**config.mk**
```make
export PLATFORM = sky130hd
export DESIGN_NAME = uart_tx_drain
export DESIGN_NICKNAME = d
export VERILOG_FILES = /design/src/rtl/io881_uart_pkg.sv /design/src/rtl/uart_baud_div.sv /design/src/rtl/uart_tx_drain.sv
export SDC_FILE = /design/constraint.sdc
export NUM_CORES = 1
export LEC_CHECK = 0
export ABC_AREA = 0
export ABC_CLOCK_PERIOD_IN_PS = 4220
export CORE_MARGIN = 5
export CORE_UTILIZATION = 35
export CTS_CLUSTER_DIAMETER = 80
export DETAILED_ROUTE_END_ITERATION = 10
export GPL_ROUTABILITY_DRIVEN = 0
export HOLD_SLACK_MARGIN = 0.06
export PLACE_DENSITY = 0.56
export SLEW_MARGIN = 40
export SYNTH_ARGS = -nofsm -noshare
export SYNTH_HDL_FRONTEND = slang
export SYNTH_SLANG_ARGS = --single-unit
export TNS_END_PERCENT = 100
```
**constraint.sdc**
```tcl
create_clock -name clk -period 4.22 [get_ports clk]
set_input_delay 1.055 -clock clk [delete_from_list [all_inputs] [get_ports clk]]
set_output_delay 1.055 -clock clk [all_outputs]
set_load 0.01 [all_outputs]
```
**src/rtl/io881_uart_pkg.sv**
```systemverilog
// io881_uart_pkg: transmitter state encoding and serial line-level constants.
package io881_uart_pkg;
   typedef enum logic [2:0] {
      IDLE   = 3'd0,
      START  = 3'd1,
      DATA   = 3'd2,
      PARITY = 3'd3,
      STOP   = 3'd4
   } uart_state_e;
   localparam logic IDLE_LVL  = 1'b1;
   localparam logic START_BIT = 1'b0;
   localparam logic STOP_BIT  = 1'b1;
endpackage

```
**src/rtl/uart_baud_div.sv**
```systemverilog
// uart_baud_div: loadable down-counter that reloads itself and flags terminal count at zero.
module uart_baud_div #(
   parameter int W = 4
) (
   input  logic         clk,
   input  logic         reset,
   input  logic         load_i,
   input  logic         en_i,
   input  logic [W-1:0] load_val_i,
   output logic         tc_o
);
   logic [W-1:0] cnt_q, cnt_d;
   assign tc_o = cnt_q == '0;
   always_comb cnt_d = load_i ? load_val_i : !en_i ? cnt_q : tc_o ? load_val_i : cnt_q - 1'b1;
   always_ff @(posedge clk) cnt_q <= reset ? '0 : cnt_d;
endmodule

```
**src/rtl/uart_tx_drain.sv**
```systemverilog
// uart_tx_drain: pops FIFO words and shifts them out as async frames on txd.
// Define UART_TX_PARITY_EN to insert an even-parity bit before stop.
module uart_tx_drain
   import io881_uart_pkg::*;
#(
   parameter int WIDTH   = 8,
   parameter int CLK_DIV = 16
) (
   input  logic             clk,
   input  logic             reset,
   input  logic [WIDTH-1:0] q,
   input  logic             q_ready,
   output logic             q_out_strobe,
   input  logic             cts_n,
   output logic             txd,
   output logic             busy
);
   localparam int DW = $clog2(CLK_DIV);
   localparam int BW = $clog2(WIDTH + 1);
   uart_state_e      state_q;
   logic [WIDTH-1:0] shreg_q;
   logic [BW-1:0]    bit_q;
   logic             txd_q, busy_q, tc;
`ifdef UART_TX_PARITY_EN
   logic             par_q;
`endif
   assign q_out_strobe = state_q == IDLE && q_ready && !cts_n && !reset;
   assign txd  = txd_q;
   assign busy = busy_q;
   uart_baud_div #(.W(DW)) u_div (
      .clk        (clk),
      .reset      (reset),
      .load_i     (q_out_strobe),
      .en_i       (state_q != IDLE),
      .load_val_i (DW'(CLK_DIV - 1)),
      .tc_o       (tc)
   );
   always_ff @(posedge clk) begin
      if (reset) begin
         state_q <= IDLE;
         shreg_q <= '0;
         bit_q   <= '0;
         txd_q   <= IDLE_LVL;
         busy_q  <= 1'b0;
`ifdef UART_TX_PARITY_EN
         par_q   <= 1'b0;
`endif
      end else begin
         case (state_q)
            IDLE: if (q_out_strobe) begin
               state_q <= START;
               shreg_q <= q;
               bit_q   <= '0;
               txd_q   <= START_BIT;
               busy_q  <= 1'b1;
`ifdef UART_TX_PARITY_EN
               par_q   <= ^q;
`endif
            end
            START: if (tc) begin
               state_q <= DATA;
               txd_q   <= shreg_q[0];
               shreg_q <= shreg_q >> 1;
            end
            DATA: if (tc) begin
               if (bit_q == BW'(WIDTH - 1)) begin
`ifdef UART_TX_PARITY_EN
                  state_q <= PARITY;
                  txd_q   <= par_q;
`else
                  state_q <= STOP;
                  txd_q   <= STOP_BIT;
`endif
               end else begin
                  txd_q   <= shreg_q[0];
                  shreg_q <= shreg_q >> 1;
                  bit_q   <= bit_q + 1'b1;
               end
            end
`ifdef UART_TX_PARITY_EN
            PARITY: if (tc) begin
               state_q <= STOP;
               txd_q   <= STOP_BIT;
            end
`endif
            STOP: if (tc) begin
               state_q <= IDLE;
               txd_q   <= IDLE_LVL;
               busy_q  <= 1'b0;
            end
            default: begin
               state_q <= IDLE;
               txd_q   <= IDLE_LVL;
               busy_q  <= 1'b0;
            end
         endcase
      end
   end
endmodule

```
# == Yosys cells after proc, flatten, opt, wreduce, memory -nomap -nowiden ==
# Index checks and enable logic that the tools add are counted.
# totals
inputBits,12
output_inout_bits,3
wordCells,63
regBits,21
# classes
eq_ne,10
bitwise,1
mux,27
n_reduce_logical,17
addsub,2
# op_table
op,n
$mux 8,4
$mux 4,6
$pmux 8 s3,1
$mux 3,5
$pmux 3 s4,1
$reduce_and 5->1,2
$ne 2x1->1 const B,4
$pmux 4 s2,1
$reduce_and 4->1,2
$mux 1,7
$reduce_bool 3->1,2
$add 4x1->4 const B,1
$eq 4x3->1 const B,1
$logic_not 4->1,1
$ne 2x2->1 const B,2
$pmux 1 s4,1
$reduce_bool 2->1,2
$sub 4x1->4 const B,1
$eq 3x1->1 const B,1
$eq 3x2->1 const B,1
$eq 3x3->1 const B,1
$logic_and 1x1->1,3
$logic_not 3->1,1
$pmux 1 s3,1
4 further kinds,5

# == Longest topological paths before layout ==
# logic_depth
word_depth,6
depth_mapped,8
ltp_nobuf,6

# == Modules after synthesis ==
# From an unflattened synthesis, not the netlist that was laid out.
# hier_totals
hier_cells,136
area_unflattened_um2,1199.9
# modules_own_cells
mod,cells_each,n_inst,area_per_inst_um2,seq_area_each_um2
uart_tx_drain,102,1,927.1,340.3
uart_baud_div,34,1,272.8,80.1

# == Worst setup path after synthesis ==
# No wires, ideal clock.
# synth_path
path_kind,in2out
start,input q_ready
end,output q_out_strobe
slack_ps,1281
path_stages,3
required_ps,3165
n_path_buf,1
arrival_ps,1884
cell_sequence,nor2b_1 clkbuf_1 nor4b_4
# synth_via
elab_chain_len,3
# synth_rtl
element,line,text
"start, declared",uart_tx_drain.sv:12,"input logic q_ready,"
$logic_and 1x1->1 (3 in series),uart_tx_drain.sv:27,assign q_out_strobe = state_q == IDLE && q_ready && !cts_n && !reset;
"end, declared",uart_tx_drain.sv:13,"output logic q_out_strobe,"
# Every way passes these cells.

# == Worst setup path after layout ==
# layout_path
start,input reset
end,output q_out_strobe
# layout_via
elab_chain_len,2
# layout_rtl
element,line,text
"start, declared",uart_tx_drain.sv:10,"input logic reset,"
$logic_not 1->1,uart_tx_drain.sv:27,
$logic_and 1x1->1,uart_tx_drain.sv:27,
# Every way passes these cells.

==> impl_metrics.ini <==
[timing]
hold_slack_ps = 499
worst_pin_slew_ps = 545
rsz0062_at_grt = no
setup_tns_ps = 0
fmax_mhz = 273
fin_crit_sh_pct = 86.7
slew_headroom_pct = 63.6
drv_slew = 0
skew_ps = 5.67
setup_violations = 0
post-route-min-period_ps = 3660
hold_viol = 0
final.setup.worst_slack_ps = 560

[floorplanning]
core_area_um2 = 3360
pin_count = 15
dieWidth_um = 69.0
die_area_um2 = 4760
start_util_pct = 36.2
dieHeight_um = 69.0
num_rows = 21

[setup_path]
worst-endpoint-arrival_ps = 2610
startpoint = reset
cp-start-kind = input pin
setup.worst_path.class = input pin to primary output
timing.rr.start = u_div.cnt_q[0]$_SDFFE_PP0P_
reg2regPathDepth = 6
cp.required_ps = 3160
end_kind = primary output
critPathMaxFanout = 4

[yosys]
synth-main-ff-cell = dfxtp_1
netlist_area_um2 = 1220
syn-num-nets = 144
avgSynthCellArea_um2 = 9.37
synth_cell_types = 44
yosysWarningCount = 0
synth_edf_count = 0
syn_inst = 130
ys_ff_latch = 21
async_reset_ff_share_pct = 0
ys_seq_area_share_pct = 34.5

[min_path]
hp-class = register to register
min_from = shreg_q[7]$_SDFFE_PP0P_
min_delay_path_depth = 2

[layout]
nFillCells = 371
final_common_cell = dfxtp_1
nets = 156
drive_above_1_share_pct = 16.3
stdcell_count = 187
areaGrowthSynthToFinish_pct = 14.4
n_antenna_cell = 0
final_cell_mix = dfxtp_1, nor2_1, clkdlybuf4s50_1
design_area_um2 = 1390

[clock_network]
cts_tree = built
cts_sinks = 21
insertion_delay_ps = 300
root_buffer = clkbuf_4
cts_hold_buf = 0
htreeDepth = 1
path_clk_slew_ps = 110
cts_resized = 0
clock_path_buffers = 2
cts_buffers = 3
cts_setup_buffers = 0

[flow_run]
cap_violations = 0

[route]
ant_nets = 0
drtIter0Drc = 53
drcViolationCount = 0
wl_per_cell_um = 13.1
dr_total_vias = 987
post_drt_via_cell_ratio = 5.28
drt-pass1-iter-count = 4
drt-total-wl_mm = 2.46

[global_route]
gr-total-overflow = 0
grt_antenna_before_repair = 0
grt.total_usage_pct = 10.4
grt_pass1_vias = 916
grt_pass1_wl_mm = 4.15
grt_max_degree = 20

[power_and_ir_drop]
power_density_nw_per_um2 = 340
ir_worst_vdd_mv = 0.128
leakage_nw = 0.477

[run_status]
outcome = finished, final reports clean

[placed_design]
dpl-instance-area_um2 = 1370
port_buffers = 14
hpwlAfterDp_mm = 1.81
pre_cts_ws_ps = 547
placedCellCount = 183
==> routing by layer <==
layer	track usage, %	share of wire (%)	vias to the layer above
met1	12.9	45	453
met3	2.76	4.8	4
met4	3.25	1.0	0
met5	0	0	-
met2	17.3	49	23
li1	-	-	507
==> registers in the layout (all words and copies together), names as in the netlist <==
signal       cells
u_div.cnt_q      4
bit_q            4
txd              1
busy             1
shreg_q          8
state_q          3
==> report_power, final <==
group          total, mW  leakage (nW)  internal, mW  switching (mW)
Clock             0.0976        0.0150        0.0368          0.0608
Sequential         0.239         0.172         0.219          0.0205
Combinational      0.136         0.290        0.0678          0.0684
==> kinds of logic (layout without fill, tap and decap cells) <==
family | after synthesis | in the layout | synth area share, %
xor gates and xnor gates | 2 | 2 | 1.44
AOI/OAI and AO/OA | 34 | 34 | 22.5
buffers and inverters | 13 | 24 | 6.78
muxes | 10 | 10 | 8.32
DFF | 21 | 21 | 34.5
adders and majority gates | 2 | 2 | 2.05
and+or+nand+nor | 48 | 48 | 24.4
==> Yosys cell counts, types with 2 or more instances <==
library cell / instances / share of area [%]
nor2_1: 14 / 4.3
ha_1: 2 / 2.1
nand2_1: 4 / 1.2
a311oi_1: 2 / 1.4
a221oi_2: 7 / 8.6
nand3_1: 2 / 0.82
o22ai_1: 4 / 2.1
buf_4: 2 / 1.2
buf_2: 2 / 0.82
mux2i_1: 9 / 7.4
a21oi_1: 9 / 3.7
clkbuf_1: 4 / 1.2
nor3_1: 7 / 2.9
or3_1: 5 / 2.6
inv_1: 3 / 0.92
dfxtp_1: 21 / 34
o21ai_0: 6 / 2.5
==> cell type report <==
| class | instances | area, um^2 | share of cell area (%) |
|---|---|---|---|
| timing repair buffer | 17 | 163 | 11.7 |
| multi-input combinational | 96 | 716 | 51.3 |
| clock buffer | 4 | 26.3 | 1.89 |
| tap | 46 | 57.6 | 4.13 |
| sequential | 21 | 420 | 30.2 |
| inverter | 3 | 11.3 | 0.808 |
==> critical path, cell delays in order <==
cell	delay (ps)
clkdlybuf4s50_1	420
or2_1	290
nor4b_4	260
clkdlybuf4s50_1	580
==> through the flow <==
step	utilization (%)	power [mW]
finish	41.4	0.473
global route	41.4	0.503
detailed placement	40.7	0.382
CTS	41.4	0.478
global placement	40.7	0.379
floorplan	-	0.353
==> final timing paths <==
path	to	slack (ps)
setup / recovery	q_out_strobe	560
hold / removal	shreg_q[7]$_SDFFE_PP0P_	500
setup reg to reg	shreg_q[3]$_SDFFE_PP0P_	2110
hold reg to reg	shreg_q[7]$_SDFFE_PP0P_	500
(Power assumes the default switching activity.)
